## src/rtl/writeback_unit.sv

```systemverilog
// -----------------------------------------------------------------------------
// writeback_unit
//
// Purpose:
//   Final pipeline stage of the core. Selects the value that is written back to
//   the register file (ALU result, PC+4 or an aligned load), and holds the
//   upstream pipeline while a load waits for its data-memory response.
//
//   FSM:
//     IDLE      - nothing to write this cycle.
//     WAIT_LOAD - a load was accepted; waiting for dmem_rvalid. wb_stall=1.
//     WRITE     - data_wb/rd carry a fresh result; reg_wen may be asserted.
//
// Optional feature:
//   WB_PERF_COUNTER_EN - when defined, adds perf_wb_count and perf_stall_count
//   (32-bit, wrap-around) counting reg_wen and wb_stall cycles respectively.
//
// Ports:
//   clk             in   clock, all state on rising edge
//   rst_n           in   asynchronous active-low reset
//   mem_valid       in   MEM-stage instruction valid
//   mem_reg_wen     in   instruction writes rd
//   mem_rd          in   [4:0] destination register
//   mem_wb_sel      in   [1:0] 00 ALU, 01 load, 10 PC+4, 11 ALU
//   mem_alu_result  in   [DATA_LENGTH-1:0] ALU result
//   mem_pc4         in   [DATA_LENGTH-1:0] PC+4
//   mem_load_type   in   [2:0] funct3 (LB/LH/LW/LBU/LHU)
//   mem_addr_lo     in   [1:0] load address bits [1:0]
//   dmem_rvalid     in   data-memory read response valid
//   dmem_rdata      in   [DATA_LENGTH-1:0] raw read word
//   data_wb         out  [DATA_LENGTH-1:0] register-file write data
//   rd              out  [4:0] register-file write address
//   reg_wen         out  register-file write enable
//   wb_stall        out  upstream hold request
//   perf_wb_count   out  [31:0] (WB_PERF_COUNTER_EN only)
//   perf_stall_count out [31:0] (WB_PERF_COUNTER_EN only)
// -----------------------------------------------------------------------------
module writeback_unit #(
  parameter int DATA_LENGTH = 32
) (
  input  logic                   clk,
  input  logic                   rst_n,
  input  logic                   mem_valid,
  input  logic                   mem_reg_wen,
  input  logic [4:0]             mem_rd,
  input  logic [1:0]             mem_wb_sel,
  input  logic [DATA_LENGTH-1:0] mem_alu_result,
  input  logic [DATA_LENGTH-1:0] mem_pc4,
  input  logic [2:0]             mem_load_type,
  input  logic [1:0]             mem_addr_lo,
  input  logic                   dmem_rvalid,
  input  logic [DATA_LENGTH-1:0] dmem_rdata,
  output logic [DATA_LENGTH-1:0] data_wb,
  output logic [4:0]             rd,
  output logic                   reg_wen,
  output logic                   wb_stall
`ifdef WB_PERF_COUNTER_EN
  ,
  output logic [31:0]            perf_wb_count,
  output logic [31:0]            perf_stall_count
`endif
);

  typedef enum logic [1:0] {
    S_IDLE      = 2'b00,
    S_WAIT_LOAD = 2'b01,
    S_WRITE     = 2'b10
  } state_t;

  // Extracts and extends the addressed byte/halfword of a load response.
  // Undefined funct3 codes fall back to a full-word load.
  function automatic logic [DATA_LENGTH-1:0] align_load(
    input logic [DATA_LENGTH-1:0] word,
    input logic [2:0]             ltype,
    input logic [1:0]             addr_lo
  );
    logic [7:0]  b;
    logic [15:0] h;
    b = word[{addr_lo, 3'b000} +: 8];
    h = word[{addr_lo[1], 4'b0000} +: 16];
    case (ltype)
      3'b000:  align_load = {{(DATA_LENGTH-8){b[7]}}, b};
      3'b001:  align_load = {{(DATA_LENGTH-16){h[15]}}, h};
      3'b100:  align_load = {{(DATA_LENGTH-8){1'b0}}, b};
      3'b101:  align_load = {{(DATA_LENGTH-16){1'b0}}, h};
      default: align_load = word;
    endcase
  endfunction

  state_t                 r_state;
  state_t                 w_next;
  logic                   w_accept_direct;
  logic                   w_accept_load;
  logic                   w_load_done;
  logic [DATA_LENGTH-1:0] w_sel_data;

  logic [DATA_LENGTH-1:0] r_data_wb;
  logic [4:0]             r_rd;
  logic                   r_wen;

  // Load context is parked here so rd/data_wb keep showing the previous
  // write until the load data actually arrives.
  logic [4:0]             r_pend_rd;
  logic                   r_pend_wen;
  logic [2:0]             r_pend_type;
  logic [1:0]             r_pend_addr;

  always_ff @(posedge clk or negedge rst_n) begin
    if (!rst_n) begin
      r_state <= S_IDLE;
    end else begin
      r_state <= w_next;
    end
  end

  always_comb begin
    w_next          = r_state;
    w_accept_direct = 1'b0;
    w_accept_load   = 1'b0;
    w_load_done     = 1'b0;
    case (r_state)
      S_WAIT_LOAD: begin
        // mem_valid is deliberately ignored: upstream is holding the load.
        if (dmem_rvalid) begin
          w_next      = S_WRITE;
          w_load_done = 1'b1;
        end
      end
      default: begin
        // IDLE, WRITE and the unused encoding all behave alike.
        if (mem_valid) begin
          if (mem_wb_sel == 2'b01) begin
            w_next        = S_WAIT_LOAD;
            w_accept_load = 1'b1;
          end else begin
            w_next          = S_WRITE;
            w_accept_direct = 1'b1;
          end
        end else begin
          w_next = S_IDLE;
        end
      end
    endcase
  end

  always_comb begin
    w_sel_data = mem_alu_result;
    if (mem_wb_sel == 2'b10) begin
      w_sel_data = mem_pc4;
    end
  end

  // Writeback result registers: updated only when entering WRITE.
  always_ff @(posedge clk or negedge rst_n) begin
    if (!rst_n) begin
      r_data_wb <= '0;
      r_rd      <= 5'd0;
      r_wen     <= 1'b0;
    end else if (w_accept_direct) begin
      r_data_wb <= w_sel_data;
      r_rd      <= mem_rd;
      r_wen     <= mem_reg_wen;
    end else if (w_load_done) begin
      r_data_wb <= align_load(dmem_rdata, r_pend_type, r_pend_addr);
      r_rd      <= r_pend_rd;
      r_wen     <= r_pend_wen;
    end
  end

  always_ff @(posedge clk or negedge rst_n) begin
    if (!rst_n) begin
      r_pend_rd   <= 5'd0;
      r_pend_wen  <= 1'b0;
      r_pend_type <= 3'd0;
      r_pend_addr <= 2'd0;
    end else if (w_accept_load) begin
      r_pend_rd   <= mem_rd;
      r_pend_wen  <= mem_reg_wen;
      r_pend_type <= mem_load_type;
      r_pend_addr <= mem_addr_lo;
    end
  end

  assign data_wb  = r_data_wb;
  assign rd       = r_rd;
  // Writes to x0 are suppressed here rather than in the register file.
  assign reg_wen  = (r_state == S_WRITE) && r_wen && (r_rd != 5'd0);
  assign wb_stall = (r_state == S_WAIT_LOAD);

`ifdef WB_PERF_COUNTER_EN
  logic [31:0] r_perf_wb;
  logic [31:0] r_perf_stall;

  always_ff @(posedge clk or negedge rst_n) begin
    if (!rst_n) begin
      r_perf_wb    <= 32'd0;
      r_perf_stall <= 32'd0;
    end else begin
      if (reg_wen) begin
        r_perf_wb <= r_perf_wb + 32'd1;
      end
      if (wb_stall) begin
        r_perf_stall <= r_perf_stall + 32'd1;
      end
    end
  end

  assign perf_wb_count    = r_perf_wb;
  assign perf_stall_count = r_perf_stall;
`endif

endmodule

```

## config.mk

```make
export PLATFORM = sky130hd
export DESIGN_NAME = writeback_unit
export DESIGN_NICKNAME = d
export VERILOG_FILES = /design/src/rtl/writeback_unit.sv
export SDC_FILE = /design/constraint.sdc
export NUM_CORES = 1
export LEC_CHECK = 0
export BUFFER_PORTS_ARGS = -buffer_cell sky130_fd_sc_hd__buf_4
export CAP_MARGIN = 5
export CORE_ASPECT_RATIO = 0.7
export CORE_UTILIZATION = 51
export CTS_CLUSTER_DIAMETER = 50
export CTS_CLUSTER_SIZE = 20
export DETAILED_ROUTE_END_ITERATION = 10
export PLACE_DENSITY = 0.87
export RECOVER_POWER = 25
export SETUP_SLACK_MARGIN = 0.5
export SLEW_MARGIN = 20
export SYNTH_ARGS = -nofsm -noshare
export SYNTH_HDL_FRONTEND = slang
export SYNTH_SLANG_ARGS = --single-unit
```

## constraint.sdc

```tcl
create_clock -name clk -period 3.3 [get_ports clk]
set_input_delay 0 -clock clk [delete_from_list [all_inputs] [get_ports clk]]
set_output_delay 0 -clock clk [all_outputs]
set_load 0.1 [all_outputs]
```

Yosys cells after proc, flatten, opt, wreduce, memory -nomap -nowiden
Index checks and enable logic that the tools add are counted.
{ "word_totals": {"register_bits": 51, "latch_bits": 0, "ramBits": 0, "romBits": 0, "n_memories": 0} }
{ "op_classes": {"add_sub_neg": 0, "multipliers": 0, "div": 0, "magnitude_cmp": 0, "n_eq_ne": 8, "shift": 2, "muxes": 20, "n_bitwise": 0, "n_reduce_logical": 5} }
{ "ops": {"columns": ["cell", "n"], "rows": [
  ["$pmux W32 S4", 1],
  ["$mux W32", 3],
  ["$shiftx A32 B6 Y16", 1],
  ["$shiftx A32 B6 Y8", 1],
  ["$mux W1", 10],
  ["$mux W5", 2],
  ["$mux W2", 4],
  ["$eq A3 B3 Y1 const B", 2],
  ["$reduce_bool A5 Y1", 1],
  ["$eq A2 B1 Y1 const B", 2],
  ["$eq A2 B2 Y1 const B", 2],
  ["$eq A3 B1 Y1 const B", 1],
  ["$logic_not A3 Y1", 1],
  ["$logic_and A1 B1 Y1", 2],
  ["$ne A2 B2 Y1 const B", 1],
  ["$reduce_bool A2 Y1", 1]
]} }

Longest topological paths before layout
Gate-level depths: netlist (run 1).
{ "logic_depth": {"depth_word": 5, "depth_mapped": 7, "mapped_depth_nobuf": 5} }

Worst setup path after synthesis (run 1)
Ideal clock, no wire load.
{ "synth_timing": {"path_kind": "reg2out", "from": "reg r_rd[0], in the netlist rd[0]", "to": "out reg_wen", "arrival_time_ps": 3294, "required_ps": 3300, "path_slack_ps": 6, "stages_incl_launch_ff": 4, "n_path_buf": 0, "cell_sequence": "dfrtp_1 > or4_1 > nor2_1 > nor3_1"} }
{ "synth_between": {"elab_chain_len": 2} }
{ "synth_rtl": {"columns": ["item", "line", "rtl"], "rows": [
  ["from (decl)", "98", "logic [4:0] r_rd;"],
  ["from (signal assigned)", "161", "r_rd <= mem_rd;"],
  ["from (signal assigned)", "165", "r_rd <= r_pend_rd;"],
  ["$reduce_bool A5 Y1", "187", "assign reg_wen = (r_state == S_WRITE) && r_wen && (r_rd != 5'd0);"],
  ["$logic_and A1 B1 Y1", "187", null],
  ["to (decl)", "55", "output logic reg_wen,"]
]} }
Every way passes these cells.

Worst setup path in the final report (run 1)
{ "layout_timing": {"from": "reg r_pend_type[1]", "to": "reg r_data_wb[9], in the netlist data_wb[9]"} }
{ "layout_between": {"elab_chain_len": 4, "elab_cells_between_ends": 7, "classes_between": "eq/ne (3); mux (3); reduce/logical (1)"} }
{ "layout_rtl": {"columns": ["item", "line", "rtl"], "rows": [
  ["from (decl)", "105", "logic [2:0] r_pend_type;"],
  ["from (signal assigned)", "179", "r_pend_type <= mem_load_type;"],
  ["$eq A3 B3 Y1 (tied with other cells)", "81", "case (ltype)"],
  ["$pmux W32 S4 *", "81", null],
  ["$mux W32 *", "163", "end else if (w_load_done) begin"],
  ["$mux W32 *", "159", "end else if (w_accept_direct) begin"],
  ["to (signal assigned)", "160", "r_data_wb <= w_sel_data;"],
  ["to (signal assigned)", "164", "r_data_wb <= align_load(dmem_rdata, r_pend_type, r_pend_addr);"],
  ["to (decl)", "97", "logic [DATA_LENGTH-1:0] r_data_wb;"]
]} }
Mark *: on every way between the ends. The rest lies on a longest branch, timed or not. The select of a mux whose other input is x is not followed.
A chain may end at the register's enable or synchronous reset.

==> impl_metrics.py, run 1 <==
metrics = {
    "clock_network": {
        "clock_path_buffers": 2,
        "cts.sinks": 51,
        "cts_tree": "built",
        "clk_pin_slew_ns": 0.11,
        "cts-htree-levels": 2,
        "cts_buffers": 5,
        "post_cts_buffers": 0,
        "root_buffer": "clkbuf_8",
        "clk_latency_ns": 0.32,
    },
    "timing": {
        "slew_headroom": 0.1324,
        "rsz0062_at_grt": "no",
        "worstMarginPinSlew_ns": 1.301,
        "finalHoldViolCount": 0,
        "finalSetupTns_ns": 0,
        "clock_skew_ns": 0.01363,
        "timing.final.crit_share": 0.7890,
        "fin_crit_ns": 2.604,
        "setup_viol": 0,
        "max_freq_mhz": 384.1,
        "setup_slack_ns": 0.6963,
        "drv_slew": 0,
    },
    "setup_path": {
        "arrival_ns": 2.87,
        "crit_fanout": 22,
        "cp-end-kind": "flip-flop",
        "startpoint_type": "flip-flop",
        "worstSetupPathType": "reg -> reg",
        "crit_required_ns": 3.56,
    },
    "job": {
        "maxCapViolCount": 0,
    },
    "floorplanning": {
        "fp.dieH_microns": 68.01,
        "core_area_sq_um": 5871,
        "die_w_microns": 96.30,
        "pin_count": 152,
        "start_util": 0.5407,
        "rows": 23,
        "die-area_sq_um": 6549,
    },
    "power_and_ir_drop": {
        "vdd_drop_max_mv": 0.3563,
        "powerDensity_nw_per_um2": 595.9,
        "p_leak_uw": 0.002247,
        "finalPower_uw": 2879,
    },
    "finish": {
        "nets": 598,
        "syn_to_final_growth_pct": 52.23,
        "final_cells": 561,
        "drive_gt1_frac": 0.4136,
        "fin_area_sq_um": 4832,
        "num_antenna_cells": 0,
        "nFillCells": 357,
    },
    "routing": {
        "routed_via_density": 6.064,
        "wl_microns": 11000,
        "drc_errors": 0,
        "first_iter_violations": 211,
        "dr.pass1.iters": 5,
        "postRouteAntennaNets": 0,
        "avgRoutedWirePerCell_microns": 19.61,
        "vias": 3402,
    },
    "place": {
        "numPlacedInstances": 511,
        "io_buffers": 151,
        "post_dp_cell_area_sq_um": 4275,
        "gp_congestion": 0.8902,
        "post-dp-hpwl_microns": 7244,
        "place_ws_ns": 1.018,
    },
    "logic_synthesis": {
        "synth_top_area_share": 0.4020,
        "synth_enable_flop_cells": 0,
        "ys_types": 35,
        "yosys.area.top_type": "dfrtp_1",
        "synth_area_per_cell_sq_um": 10.24,
        "ys.warnings.count": 0,
        "syn_nets": 423,
        "ys.flop_type": "dfrtp_1",
        "synthTopCellsByArea": "dfrtp_1 (40%), mux2i_1 (8.2%), mux2_2 (6.7%)",
        "synthArstFlopShare": 1.000,
        "synthesis.area_sq_um": 3174,
        "ys_seq_area_frac": 0.4020,
        "synthCells": 310,
        "ys_ff_latch": 51,
    },
    "worst_hold_path": {
        "min_path_type": "in -> reg",
    },
    "status": {
        "status": "completed",
    },
    "grt": {
        "grt_pass1_vias": 3303,
        "antenna_found_initial": 0,
        "grt.total_usage": 0.3407,
        "grt_pass1_wl_microns": 16410,
        "grt-ovfl-total": 0,
        "grt_max_degree": 58,
    },
}
-- metrics by stage --
stage | util | hold slack (ns)
2_1_floorplan | - | -0.2956
3_3_place_gp | 0.7283 | 0.06449
3_5_place_dp | 0.7283 | 0.07256
4_1_cts | 0.8178 | 0.004669
5_1_grt | 0.8231 | 0.02410
6_report | 0.8231 | 0.00001907
-- path summary, 6_finish.rpt --
kind / cells past startpoint / startpoint / slack (ns) / to
min in group asynchronous: 2 / rst_n / 0.52 / data_wb[19]
hold / removal: 3 / dmem_rdata[5] / 0.00002 / data_wb[5]
setup reg to reg: 5 / r_pend_type[1] / 0.70 / data_wb[9]
hold reg to reg: 1 / rd[3] / 0.52 / rd[3]
max in group asynchronous: 2 / rst_n / 1.89 / r_pend_addr[1]
setup / recovery: 5 / r_pend_type[1] / 0.70 / data_wb[9]
-- critical path, stage by stage (launching register included) --
cell	delay (ns)
dfrtp_1	0.66
nor2b_1	0.63
a21o_1	0.26
a221oi_2	0.07
a311oi_1	0.32
dlygate4sd3_1	0.61
-- synthesized netlist by cell type, drive strengths merged, types with 2 or more instances --
cell	number
mux2i	26
dfrtp	51
nor2b	9
a22o	7
a221oi	26
nand3b	8
a21o	15
inv	3
nor2	4
buf	22
nand2	37
nand2b	3
a311oi	6
nor3	27
a21oi	9
mux2	19
a211oi	2
clkbuf	6
mux4	2
a211o	7
o21ai	15
-- report_power, final --
part	internal [uW]	switching (uW)	leakage (uW)	total (uW)
sequential	752	136	0.000589	887
combinational	462	1060	0.00160	1520
clock	229	243	0.0000548	472
total	1440	1440	0.00225	2880
-- flip-flops by register name, indices dropped and copies added (netlist names) --
register and count:
r_pend_type 3, r_state 2, rd 5, r_pend_addr 2
r_wen 1, r_pend_rd 5, r_pend_wen 1, data_wb 32
-- final cells by class --
type                            count  area, sq um  area share
Timing Repair Buffer              196         1595      0.3301
Multi-Input combinational cell    228         1739      0.3599
Inverter                            3        11.26    0.002330
Tap cell                           75        93.84     0.01942
Clock inverter                      3        46.29    0.009581
Clock buffer                        5        68.82     0.01424
Sequential cell                    51         1277      0.2644
-- layer usage --
metal	routed length, microns	GRT usage	share of wire
met1	4252	0.4352	0.39
met2	5192	0.5745	0.47
met3	1285	0.07778	0.12
met4	272	0.1195	0.025
met5	0	0	0
-- logic make-up after synthesis --
family          after synthesis  synth area share
mux                          47            0.1636
buf+inv                      31           0.05637
simple gates                 94            0.1494
compound gates               87            0.2286
flops                        51            0.4020
-- what timing repair did --
item                                    CTS  global route
endpoints found under the hold margin    87             0
resized for setup                         0             3
endpoints found under the setup margin    0             6
hold buffers                             41             0
-- cell usage in the layout (no fill, tap or decap), types with 2 or more instances in the layout --
cell type	Yosys	layout
o21ai_0	14	14
a22o_1	7	7
a221oi_1	17	17
mux4_2	2	2
a21oi_1	8	8
nand3b_1	8	8
clkbuf_8	0	5
a211o_1	7	7
a21o_1	14	14
a221oi_2	9	9
mux2i_1	26	26
nor3_1	27	26
nor2_1	3	3
nand2_1	37	37
a311oi_1	6	6
a211oi_1	2	2
dfrtp_1	51	50
buf_4	5	152
inv_1	3	3
dlygate4sd3_1	0	41
nand2b_1	3	3
nor2b_1	9	8
mux2_2	19	19
Power figures use the tool's default switching activity.
==> run 2, diff against run 1 <==
--- a/config.mk
+++ b/config.mk
@@ -8,11 +8,11 @@
 export BUFFER_PORTS_ARGS = -buffer_cell sky130_fd_sc_hd__buf_4
 export CAP_MARGIN = 5
 export CORE_ASPECT_RATIO = 0.7
-export CORE_UTILIZATION = 51
+export CORE_UTILIZATION = 47
 export CTS_CLUSTER_DIAMETER = 50
 export CTS_CLUSTER_SIZE = 20
 export DETAILED_ROUTE_END_ITERATION = 10
-export PLACE_DENSITY = 0.87
+export PLACE_DENSITY = 0.81
 export RECOVER_POWER = 25
 export SETUP_SLACK_MARGIN = 0.5
 export SLEW_MARGIN = 20
==> constraint.sdc (replaced) <==
create_clock -name clk -period 2.7 [get_ports clk]
set_input_delay 0 -clock clk [delete_from_list [all_inputs] [get_ports clk]]
set_output_delay 0 -clock clk [all_outputs]
set_load 0.1 [all_outputs]
==> impl_metrics.py, run 2 (same netlist as run 1, synthesis figures left out) <==
metrics = {
    "status": {
        "status": "completed",
    },
    "timing": {
        "max_freq_mhz": 508.5,
        "fin_crit_ns": 1.967,
        "setup_viol": 0,
        "clock_skew_ns": 0.007815,
        "rsz0062_at_grt": "no",
        "worstMarginPinSlew_ns": 1.275,
        "finalHoldViolCount": 0,
        "hold_ws_ns": 0.002048,
        "finalSetupTns_ns": 0,
        "drv_slew": 0,
        "slew_headroom": 0.1501,
        "timing.final.crit_share": 0.7283,
    },
    "floorplanning": {
        "start_util": 0.4986,
        "die_w_microns": 100.2,
        "pin_count": 152,
        "core_area_sq_um": 6366,
        "rows": 24,
        "fp.dieH_microns": 70.76,
        "die-area_sq_um": 7092,
    },
    "power_and_ir_drop": {
        "switching_power_uw": 1722,
        "intPower_uw": 1671,
        "finalPower_uw": 3393,
        "vdd_drop_max_mv": 0.4406,
        "netSwitchingFraction": 0.5074,
        "seqPwrFrac": 0.309,
        "pwr-share-clk": 0.141,
        "pwr-share-comb": 0.550,
        "p_leak_uw": 0.002268,
        "powerDensity_nw_per_um2": 693.4,
    },
    "clock_network": {
        "cts_tree": "built",
        "clk_latency_ns": 0.32,
        "cts_buffers": 5,
        "cts.sinks": 51,
        "cts_hold_buf": 45,
        "ctsResizeCount": 0,
        "clk_pin_slew_ns": 0.11,
        "clock_path_buffers": 2,
        "post_cts_buffers": 0,
        "root_buffer": "clkbuf_8",
        "cts-htree-levels": 2,
    },
    "grt": {
        "grt_max_degree": 52,
        "grt-ovfl-total": 0,
        "grt_pass1_wl_microns": 15900,
        "grt.total_usage": 0.2902,
        "antenna_found_initial": 0,
        "grt_pass1_vias": 3229,
    },
    "routing": {
        "dr.pass1.iters": 4,
        "routed_via_density": 5.583,
        "wl_microns": 10100,
        "first_iter_violations": 125,
        "drc_errors": 0,
        "vias": 3266,
        "avgRoutedWirePerCell_microns": 17.26,
        "postRouteAntennaNets": 0,
    },
    "place": {
        "post-dp-hpwl_microns": 7114,
        "numPlacedInstances": 532,
        "gp_congestion": 0.8064,
        "io_buffers": 151,
    },
    "job": {
        "maxCapViolCount": 0,
    },
    "finish": {
        "num_antenna_cells": 0,
        "nets": 606,
        "final_common_cell": "buf_4",
        "final_cell_mix": "buf_4 (157), dfrtp_1 (51), dlygate4sd3_1 (45)",
        "syn_to_final_growth_pct": 54.16,
        "final_cells": 585,
        "largest_register_ffs": 32,
        "drive_gt1_frac": 0.4109,
    },
    "worst_hold_path": {
        "min_path_type": "in -> reg",
    },
    "setup_path": {
        "crit_required_ns": 2.92,
        "startpoint_type": "flip-flop",
        "arrival_ns": 2.19,
        "worstSetupPathType": "reg -> reg",
        "crit_fanout": 20,
        "cp-end-kind": "flip-flop",
    },
}
## run 2: power by group through the flow
stage | clock network (uW) | logic (uW) | registers, uW
after floorplan | 0 | 534 | 1850
after global placement | 0 | 1780 | 1050
after global routing | 515 | 1950 | 1070
final | 478 | 1870 | 1050
after detailed placement | 0 | 1810 | 1060
after CTS | 486 | 1870 | 1040
## run 2: routing by layer
metal / share of wire / GRT usage
met5: 0 / 0
met4: 0.0093 / 0.05797
met3: 0.096 / 0.06917
met2: 0.49 / 0.5046
met1: 0.41 / 0.3716
## run 2: worst max-delay path, stage by stage (launching register included)
cell and delay [ns]:
dfrtp_1 0.63, nor2b_1 0.64, a21o_1 0.23, a221oi_2 0.07, a311oi_1 0.29
## run 2: metrics by stage
step	util	area, sq um	setup slack, ns
finish	0.7687	4893	0.7335
global route	0.7687	4893	0.5907
CTS	0.7691	4896	0.7393
detailed placement	0.6836	4352	0.7695
global placement	0.6836	4352	0.8703
floorplan	-	3186	0.6101
## run 2: worst paths after layout
check / startpoint / to / slack, ns / cells after the start
worst max-delay path: r_pend_type[1] / data_wb[9] / 0.73 / 4
worst min-delay path: dmem_rdata[31] / data_wb[31] / 0.002 / 3
worst max register to register: r_pend_type[1] / data_wb[9] / 0.73 / 4
worst min register to register: rd[0] / rd[0] / 0.52 / 1
max in group asynchronous: rst_n / r_pend_type[1] / 1.44 / 2
min in group asynchronous: rst_n / data_wb[16] / 0.50 / 2
## run 2: final cells by class
type	count	area (sq um)
fill	458	1473
inverter	3	11.26
multi-input combinational	228	1744
sequential	51	1276
timing repair buffer	204	1654
clock inverter	3	25.02
tap	91	113.9
clock buffer	5	68.82
